--- src/rtl/rotate_apb_regfile.sv ---
// APB slave register file for the rotate engine: config, start pulse, busy/done/err status, IRQ.
// Build with ROTATE_REGFILE_ID_EN defined to add the read-only ID register at 0x14.
module rotate_apb_regfile #(
   parameter int unsigned ADDR_W      = 8,
   parameter int unsigned DATA_W      = 32,
   parameter int unsigned DIM_W       = 12,
   parameter int unsigned WAIT_STATES = 0,
   parameter logic [31:0] ID_VALUE    = 32'h524F_5401
) (
   input  logic              I_PCLK,
   input  logic              I_PRESET_N,
   input  logic              I_PSEL,
   input  logic              I_PENABLE,
   input  logic              I_PWRITE,
   input  logic [ADDR_W-1:0] I_PADDR,
   input  logic [DATA_W-1:0] I_PWDATA,
   output logic [DATA_W-1:0] O_PRDATA,
   output logic              O_PREADY,
   output logic              O_PSLVERR,
   input  logic              I_DONE,
   output logic              O_START,
   output logic [1:0]        O_MODE,
   output logic [DATA_W-1:0] O_SRC_ADDR,
   output logic [DATA_W-1:0] O_DST_ADDR,
   output logic [DIM_W-1:0]  O_IMG_W,
   output logic [DIM_W-1:0]  O_IMG_H,
   output logic              O_IRQ
);

   localparam logic [2:0]        WS       = 3'(WAIT_STATES);
   localparam logic [ADDR_W-1:0] W_CTRL   = ADDR_W'(0);
   localparam logic [ADDR_W-1:0] W_STATUS = ADDR_W'(1);
   localparam logic [ADDR_W-1:0] W_SRC    = ADDR_W'(2);
   localparam logic [ADDR_W-1:0] W_DST    = ADDR_W'(3);
   localparam logic [ADDR_W-1:0] W_SIZE   = ADDR_W'(4);
`ifdef ROTATE_REGFILE_ID_EN
   localparam logic [ADDR_W-1:0] W_ID     = ADDR_W'(5);
`endif

   // The bus setup phase is the IDLE cycle with PSEL=1/PENABLE=0, so a zero-wait access takes 2 cycles.
   typedef enum logic {IDLE, ACCESS} state_e;

   state_e            state_q, state_d;
   logic [2:0]        cnt_q, cnt_d;
   logic              ready;
   logic [ADDR_W-1:0] word;

   logic [1:0]        mode_q, mode_d;
   logic              ie_q, ie_d, busy_q, busy_d, done_q, done_d, err_q, err_d;
   logic              start_q, start_d, irq_q;
   logic [DATA_W-1:0] src_q, src_d, dst_q, dst_d, rdata;
   logic [DIM_W-1:0]  w_q, w_d, h_q, h_d;
   logic              slverr, done_ev, busy_eff;

   assign word = I_PADDR >> 2;

   always_comb begin
      state_d = state_q;
      cnt_d   = cnt_q;
      ready   = 1'b0;
      case (state_q)
         IDLE: if (I_PSEL && !I_PENABLE) begin
            state_d = ACCESS;
            cnt_d   = WS;
         end
         ACCESS: begin
            if (!I_PSEL) begin
               state_d = IDLE;
            end else if (cnt_q != 3'd0) begin
               cnt_d = cnt_q - 3'd1;
            end else begin
               ready   = !I_PRESET_N;
               state_d = IDLE;
            end
         end
      endcase
   end

   // An engine completion is applied before any same-cycle bus write sees BUSY.
   assign done_ev  = I_DONE && busy_q;
   assign busy_eff = busy_q && !done_ev;

   always_comb begin
      mode_d  = mode_q;
      ie_d    = ie_q;
      busy_d  = busy_q;
      done_d  = done_q;
      err_d   = err_q;
      src_d   = src_q;
      dst_d   = dst_q;
      w_d     = w_q;
      h_d     = h_q;
      start_d = 1'b0;
      slverr  = 1'b0;
      rdata   = '0;
      if (done_ev) begin
         busy_d = 1'b0;
         done_d = 1'b1;
      end
      if (ready) begin
         case (word)
            W_CTRL: begin
               if (!I_PWRITE) begin
                  rdata[3:0] = {ie_q, mode_q, 1'b0};
               end else if (busy_eff) begin
                  slverr = 1'b1;
                  if (I_PWDATA[0]) err_d = 1'b1;
               end else begin
                  mode_d = I_PWDATA[2:1];
                  ie_d   = I_PWDATA[3];
                  if (I_PWDATA[0]) begin
                     start_d = 1'b1;
                     busy_d  = 1'b1;
                     done_d  = 1'b0;
                  end
               end
            end
            W_STATUS: begin
               if (!I_PWRITE) begin
                  rdata[2:0] = {err_q, done_q, busy_q};
               end else begin
                  if (I_PWDATA[1]) done_d = done_ev;
                  if (I_PWDATA[2]) err_d = 1'b0;
               end
            end
            W_SRC: begin
               if (!I_PWRITE)     rdata  = src_q;
               else if (busy_eff) slverr = 1'b1;
               else               src_d  = I_PWDATA;
            end
            W_DST: begin
               if (!I_PWRITE)     rdata  = dst_q;
               else if (busy_eff) slverr = 1'b1;
               else               dst_d  = I_PWDATA;
            end
            W_SIZE: begin
               if (!I_PWRITE) begin
                  rdata[DIM_W-1:0]  = w_q;
                  rdata[16 +: DIM_W] = h_q;
               end else if (busy_eff) begin
                  slverr = 1'b1;
               end else begin
                  w_d = I_PWDATA[DIM_W-1:0];
                  h_d = I_PWDATA[16 +: DIM_W];
               end
            end
`ifdef ROTATE_REGFILE_ID_EN
            W_ID: begin
               if (!I_PWRITE) rdata  = DATA_W'(ID_VALUE);
               else           slverr = 1'b1;
            end
`endif
            default: slverr = 1'b1;
         endcase
      end
   end

`ifndef ROTATE_REGFILE_ID_EN
   // ID_VALUE has no effect in this build.
   if (ID_VALUE == 32'h0) begin : g_no_id
   end
`endif

   always_ff @(posedge I_PCLK) begin
      if (I_PRESET_N) begin
         state_q <= IDLE;
         cnt_q   <= '0;
         mode_q  <= '0;
         ie_q    <= 1'b0;
         busy_q  <= 1'b0;
         done_q  <= 1'b0;
         err_q   <= 1'b0;
         start_q <= 1'b0;
         irq_q   <= 1'b0;
         src_q   <= '0;
         dst_q   <= '0;
         w_q     <= '0;
         h_q     <= '0;
      end else begin
         state_q <= state_d;
         cnt_q   <= cnt_d;
         mode_q  <= mode_d;
         ie_q    <= ie_d;
         busy_q  <= busy_d;
         done_q  <= done_d;
         err_q   <= err_d;
         start_q <= start_d;
         irq_q   <= (done_q | err_q) & ie_q;
         src_q   <= src_d;
         dst_q   <= dst_d;
         w_q     <= w_d;
         h_q     <= h_d;
      end
   end

   assign O_PREADY   = ready;
   assign O_PRDATA   = rdata;
   assign O_PSLVERR  = slverr;
   assign O_START    = start_q;
   assign O_MODE     = mode_q;
   assign O_SRC_ADDR = src_q;
   assign O_DST_ADDR = dst_q;
   assign O_IMG_W    = w_q;
   assign O_IMG_H    = h_q;
   assign O_IRQ      = irq_q;

endmodule

--- config.mk ---
export PLATFORM = sky130hd
export DESIGN_NAME = rotate_apb_regfile
export DESIGN_NICKNAME = d
export VERILOG_FILES = /design/src/rtl/rotate_apb_regfile.sv
export SDC_FILE = /design/constraint.sdc
export NUM_CORES = 1
export LEC_CHECK = 0
export ABC_AREA = 1
export CAP_MARGIN = 20
export CORE_ASPECT_RATIO = 1.75
export CORE_MARGIN = 2
export CORE_UTILIZATION = 40
export CTS_BUF_LIST = sky130_fd_sc_hd__clkbuf_4 sky130_fd_sc_hd__clkbuf_8 sky130_fd_sc_hd__clkbuf_16
export CTS_CLUSTER_DIAMETER = 100
export CTS_CLUSTER_SIZE = 16
export DETAILED_ROUTE_END_ITERATION = 10
export PLACE_DENSITY = 0.77
export SLEW_MARGIN = 20
export SYNTH_ARGS = -nofsm -noshare
export SYNTH_HDL_FRONTEND = slang
export SYNTH_SLANG_ARGS = --single-unit
--- constraint.sdc ---
create_clock -name I_PCLK -period 2.2 [get_ports I_PCLK]
set_input_delay 0.66 -clock I_PCLK [delete_from_list [all_inputs] [get_ports I_PCLK]]
set_output_delay 0.66 -clock I_PCLK [all_outputs]
set_load 0.005 [all_outputs]
==> impl_metrics.csv, run 1 <==
group,metric,value,unit
synthesis,synth_nets,727,
power,power_switching,0.799,mW
critical_path,worstPathRequired,1540,ps
global_route,grt_use_met3,0.0431,
synthesis,synthTopCellsByArea,"dfxtp_1, nor2_1, nand2_1, o21ai_0, o21ai_1",
clock_network,worstSkewPairLatency,340,ps
sta,fmax,382,MHz
clock_network,cts_tree,"done",
critical_path,worstPathArrival,1960,ps
status,violations,"setup timing",
floorplan,initial_core_util,0.409,
floorplan,rows,51,
finish,drive_gt1_frac,0.286,
power,clkPwrFrac,0.426,
detailed_routing,drt_iter0_drc,274,
status,status,"finished with violations",
finish,finalNetCount,955,
finish,syn2layout_area_growth,72.1,%
clock_network,cts_inserted_buffers,9,
sta,tns,-12260,ps
power,powerDensity,461,nW/um2
critical_path,setup.worst_path.class,"in2out",
sta,fin_ws,-416,ps
power,ir_drop,0.000413,V
sta,hold_viol_final,0,
detailed_routing,drc,0,
floorplan,coreArea,11100,um2
detailed_routing,via_per_inst,5.18,
power,p_comb_frac,0.071,
detailed_routing,totalWireLength,17.5,mm
power,switching_share,0.222,
synthesis,yosys-top-cells-count,"nor2_1, nand2_1, dfxtp_1, o21ai_0, inv_1",
global_route,grt-ovfl-total,0,
power,p_int,2.80,mW
critical_path,r2r-end,"O_SRC_ADDR[0]",
global_route,grt_usage,0.272,
synthesis,synth_flop_cell,"dfxtp_1",
synthesis,synthArstFlopShare,0,
clock_network,clk_pin_slew,60,ps
job,cap_violations,0,
global_route,antenna_found_initial,0,
sta,maxSlewHeadroom,0.440,
critical_path,ff2ff_path_depth,12,
clock_network,htreeDepth,3,
power,p_leak,3.67,nW
global_route,use_met2,0.511,
synthesis,yosysTopAreaCell,"dfxtp_1",
synthesis,yosysSeqAreaShare,0.441,
place,pre_cts_ws,-1080,ps
clock_network,cts.sinks,100,
place,hpwlAfterDp,10.9,mm
critical_path,cp-endpoint,"O_PRDATA[6]",
clock_network,clockRootBuffer,"clkbuf_16",
critical_path,regToRegSetupSlack,110,ps
synthesis,synth.cell_area,4540,um2
critical_path,critPathLaunchType,"input pin",
global_route,grt_pass1_vias,5289,
sta,worst_pin_slew,840,ps
sta,drv_slew,0,
synthesis,netlist.area_leader.share,0.441,
sta,post-route-period-util,1.19,
floorplan,dieWidth,84.5,um
floorplan,die_h,145,um
synthesis,avgSynthCellArea,6.68,um2
critical_path,crit_path_start,"I_PADDR[5]",
synthesis,synth_edf_count,0,
synthesis,synthCells,679,
place,port_buffers,169,
synthesis,synth-seq-cells,100,
critical_path,critPathCaptureType,"output pin",
sta,whs,461,ps
power,seqPwrFrac,0.504,
finish,n_fill_cell,865,
global_route,grt_max_degree,94,
critical_path,crit_fanout,5,
floorplan,pin_count,172,
critical_path,r2r-start,"cnt_q[0]",
clock_network,clockBufferDepth,2,
sta,final.setup_skew,7.44,ps
global_route,use_met1,0.285,
detailed_routing,drtAntennaViolNets,0,
sta,fin_crit,2620,ps
place,place.gp.congestion,0.894,
synthesis,synth_cell_type_count,28,
sta,rsz0062_at_grt,"yes",
finish,antenna-diode-count,0,
min_path,hp-class,"reg2reg",
sta,final-setup-viol-count,35,
global_route,grt-busiest-layer,"met2",
floorplan,die_area,12200,um2
detailed_routing,drt-pass1-iter-count,5,
global_route,grt_pass1_wl,26.3,mm
synthesis,synth_most_common_cell,"nor2_1",
detailed_routing,wl_per_cell,16.8,um
synthesis,ys_warn_count,0,
detailed_routing,dr_total_vias,5406,
## area by class of cell
| cell class | instances | area [um2] | area share |
|---|---|---|---|
| repair buffers | 255 | 2570 | 0.330 |
| flip-flops and latches | 100 | 2000 | 0.257 |
| clock inverters | 3 | 18.8 | 0.00240 |
| clock buffers | 13 | 268 | 0.0343 |
| well taps | 132 | 165 | 0.0211 |
| multi-input cells | 494 | 2590 | 0.332 |
| inverters | 47 | 189 | 0.0242 |
## critical path, stage by stage
cell and delay, ps:
buf_6 100, nor2_4 150, buf_12 120, nand2_8 60, nor2_4 160, buf_12 120, buf_8 110, buf_6 120
nand2_1 70, nand3_2 80, nand2_4 50, inv_2 60, buf_6 90
## flip-flops by register name (all words and copies together) (netlist names)
register / cells
O_DST_ADDR: 32
ie_q: 1
O_SRC_ADDR: 32
done_q: 1
O_IMG_W: 12
O_IMG_H: 12
busy_q: 1
err_q: 1
O_START: 1
state_q: 1
O_IRQ: 1
cnt_q: 3
O_MODE: 2
## cell families (layout without fill, tap and decap cells)
group	count (synthesis)	in the layout	synth area share
AND/OR/NAND/NOR	373	373	0.340
AO/OA/AOI/OAI	119	119	0.132
flip-flops	100	100	0.441
buffers and inverters	85	318	0.0811
adder cells (fa/ha/maj)	2	2	0.00551
## how the worst min path moves through the flow
| stage | end | cells past startpoint | startpoint | slack (ps) |
|---|---|---|---|---|
| floorplan | cnt_q[0] | 1 | cnt_q[0] | 420 |
| global placement | cnt_q[1] | 2 | cnt_q[1] | 450 |
| detailed placement | cnt_q[1] | 2 | cnt_q[1] | 450 |
| CTS | cnt_q[1] | 2 | cnt_q[1] | 460 |
| global route | cnt_q[1] | 2 | cnt_q[1] | 480 |
| finish | cnt_q[1] | 2 | cnt_q[1] | 460 |
## per-layer routing
metal	part of all wire	wire (um)	vias up
li1	-	-	2610
met1	0.35	6210	2514
met2	0.55	9680	229
met3	0.049	858	53
met4	0.043	761	0
met5	0	0	-
## stage by stage
step / std cells / area, um2 / utilization / total power [mW]
floorplan: 679 / 4580 / - / 1.92
global placement: 996 / 6740 / 0.607 / 2.07
detailed placement: 996 / 6740 / 0.607 / 2.07
CTS: 1044 / 7540 / 0.680 / 3.60
global route: 1044 / 7810 / 0.703 / 3.72
finish: 1044 / 7810 / 0.703 / 3.60
## layout by cell type (no fill, tap or decap), types with 3 or more instances in the layout
cell,Yosys,final
inv_2,9,22
o21ai_1,32,32
nand3_2,1,10
a21oi_2,0,8
inv_1,37,21
nor2_2,5,8
clkbuf_16,0,10
inv_4,0,3
a21oi_1,22,13
nand2_2,3,26
nor2_4,4,9
buf_2,21,23
buf_4,6,46
buf_8,0,4
buf_12,0,16
clkdlybuf4s50_1,0,127
nand2_1,132,88
buf_6,0,32
nand4_1,5,5
o21ai_0,63,63
nand3_1,27,16
dfxtp_1,100,98
nor2_1,187,179
nand2_4,0,20
nor3_1,3,3
## repair_timing
action,4_1_cts,5_1_grt
gates resized for setup,262,76
hold buffers,0,0
endpoints found under the setup margin,34,41
setup buffers,30,4
gates cloned,3,1
pin swaps,49,31
## power by group through the flow
stage	combinational, mW	sequential, mW	clock [mW]
after global routing	0.271	1.81	1.64
final	0.254	1.81	1.53
after floorplan	0.0706	1.85	0
after detailed placement	0.214	1.85	0
after CTS	0.244	1.81	1.54
after global placement	0.214	1.85	0
Note: power is estimated with default switching activity, not from simulation.
==> inputs of run 2 (changes only) <==
Settings changed: CORE_MARGIN 2 to 5.
==> impl_metrics.csv, run 2 (synthesized netlist as in run 1, its figures left out) <==
group,metric,value,unit
min_path,hp-class,"reg2reg",
clock_network,clockRootBuffer,"clkbuf_16",
power,seqPwrFrac,0.506,
critical_path,ff2ff_path_depth,13,
global_route,grt_pass1_vias,5339,
sta,fin_crit,2700,ps
critical_path,setup.worst_path.class,"in2out",
sta,maxSlewHeadroom,0.692,
floorplan,die_area,13700,um2
critical_path,cp_top_family,"simple AND/OR/NAND/NOR gates",
floorplan,dieWidth,90.5,um
finish,drive_gt1_frac,0.263,
global_route,grt_max_degree,54,
clock_network,cts_tree,"done",
global_route,grt-ovfl-total,0,
floorplan,die_h,151,um
critical_path,crit_fanout,3,
finish,mostFrequentLayoutCells,"nor2_1, clkdlybuf4s50_1, dfxtp_1, nand2_1, o21ai_0",
critical_path,path_buf_inv,5,
sta,final.setup_skew,7.62,ps
critical_path,critPathCaptureType,"output pin",
detailed_routing,dr_total_vias,5425,
sta,hold_viol_final,0,
detailed_routing,totalWireLength,17.7,mm
detailed_routing,drc,0,
critical_path,slowest_stage,"nor3_4",
global_route,grt_pass1_wl,27.4,mm
sta,drv_slew,0,
critical_path,critPathLaunchType,"input pin",
sta,rsz0062_at_grt,"yes",
clock_network,cts_inserted_buffers,9,
finish,final_common_cell,"nor2_1",
sta,tns,-12840,ps
power,p_leak,3.48,nW
sta,fin_ws,-500,ps
finish,fin_area,7610,um2
critical_path,worstPathRequired,1540,ps
detailed_routing,drt-pass1-iter-count,5,
power,ir_drop,0.000400,V
power,p_comb_frac,0.069,
finish,finalNetCount,956,
clock_network,htreeDepth,3,
clock_network,worstSkewPairLatency,350,ps
critical_path,critPathMostFrequentCell,"buf_6",
sta,final-setup-viol-count,34,
finish,syn2layout_area_growth,67.7,%
floorplan,rows,51,
min_path,whs_endpoint,"cnt_q[1]",
place,dpl-instance-area,6750,um2
global_route,antenna_found_initial,0,
detailed_routing,wl_per_cell,16.9,um
detailed_routing,drtAntennaViolNets,0,
job,cap_violations,0,
clock_network,clockBufferDepth,2,
power,powerDensity,471,nW/um2
power,p_int,2.73,mW
min_path,holdPathStages,2,
floorplan,coreArea,11100,um2
finish,antenna-diode-count,0,
critical_path,worstPathArrival,2040,ps
status,status,"finished with violations",
power,clkPwrFrac,0.425,
clock_network,cts.sinks,100,
power,switching_share,0.239,
critical_path,crit_path_cell_trace,"buf_6 -> nor2_4 -> nand2_4 -> buf_6 -> buf_6 -> nor3_4 -> buf_6 -> nand2_2 -> nand3_2 -> nor2_1 -> nor2_1 -> buf_2",
clock_network,clk_pin_slew,70,ps
floorplan,pin_count,172,
status,violations,"setup timing",
place,hpwlAfterDp,11.4,mm
place,place.gp.congestion,0.869,
floorplan,initial_core_util,0.409,
place,pre_cts_ws,-1090,ps
place,port_buffers,169,
critical_path,regToRegSetupSlack,180,ps
power,power_switching,0.855,mW
sta,worst_pin_slew,461,ps
detailed_routing,via_per_inst,5.19,
critical_path,worst_path_largest_cell_delay,190,ps
sta,post-route-period-util,1.23,
min_path,worstHoldStart,"cnt_q[1]",
critical_path,r2r-end,"O_IMG_H[6]",
detailed_routing,drt_iter0_drc,296,
global_route,grt_usage,0.252,
sta,fmax,370,MHz
critical_path,r2r-start,"cnt_q[0]",
==> run 2: cell count changes in the layout (fill, tap and decap cells not counted), moves of 4 or more <==
cell     change
buf_4        +4
inv_2        -6
buf_6        -4
nand2_1      +6
buf_2        +7
nor2_1       +6
nor2_2       -5
inv_1        +6
nand2_4      -8
==> run 2: worst max-delay path by stage <==
stage                          start            to  slack [ps]  cells past startpoint
after detailed placement  I_PADDR[7]  O_PRDATA[11]       -1090                     10
after floorplan           I_PADDR[7]   O_PRDATA[3]          -7                      6
after CTS                   cnt_q[1]   O_PRDATA[8]        -540                     14
after global placement    I_PADDR[7]  O_PRDATA[11]       -1070                     10
final                     I_PADDR[7]   O_PRDATA[0]        -500                     12
after global routing      I_PADDR[7]   O_PRDATA[0]        -560                     12
==> run 2: area by class of cell <==
cell class                      count  area (um2)
Sequential cell                   100        2000
Clock buffer                       10         233
Fill cell                         897        3500
Clock inverter                      6        48.8
Inverter                           47         189
Timing Repair Buffer              256        2490
Tap cell                          132         165
Multi-Input combinational cell    494        2470
==> run 2: layer usage <==
layer,track usage,vias to the layer above,part of all wire
met4,0.162,0,0.050
li1,-,2611,-
met2,0.462,249,0.54
met1,0.265,2504,0.35
met5,0,-,0
met3,0.0368,61,0.059
==> run 2: worst min-delay path: stages (launching register included) <==
cell	delay (ps)
dfxtp_2	320
nand2_1	60
a21oi_1	50
==> run 2: metrics by stage <==
step / total power, mW / instances / util / hold WS [ps]
2_1_floorplan: 1.92 / 679 / - / 422
5_1_grt: 3.70 / 1045 / 0.685 / 511
3_3_place_gp: 2.07 / 994 / 0.608 / 447
6_report: 3.58 / 1045 / 0.685 / 467
3_5_place_dp: 2.07 / 994 / 0.608 / 457
4_1_cts: 3.58 / 1044 / 0.679 / 471
==> run 2: power groups by stage <==
stage | Combinational (mW) | Clock (mW) | Sequential, mW
global route | 0.263 | 1.63 | 1.81
finish | 0.248 | 1.52 | 1.81
global placement | 0.213 | 0 | 1.85
detailed placement | 0.213 | 0 | 1.85
CTS | 0.239 | 1.53 | 1.81
floorplan | 0.0706 | 0 | 1.85
==> run 2: repair_timing <==
action | 4_1_cts | 5_1_grt
gates resized for setup | 259 | 43
setup buffers | 33 | 7
hold buffers | 0 | 0
pin swaps | 51 | 21
gates cloned | 4 | 0
setup endpoints to repair | 34 | 34
==> inputs of run 3 (changes only) <==
Settings changed: CAP_MARGIN 20 to 40.
==> results of run 3 <==
No change in the layout: final DEF, timing and power equal those of run 2.
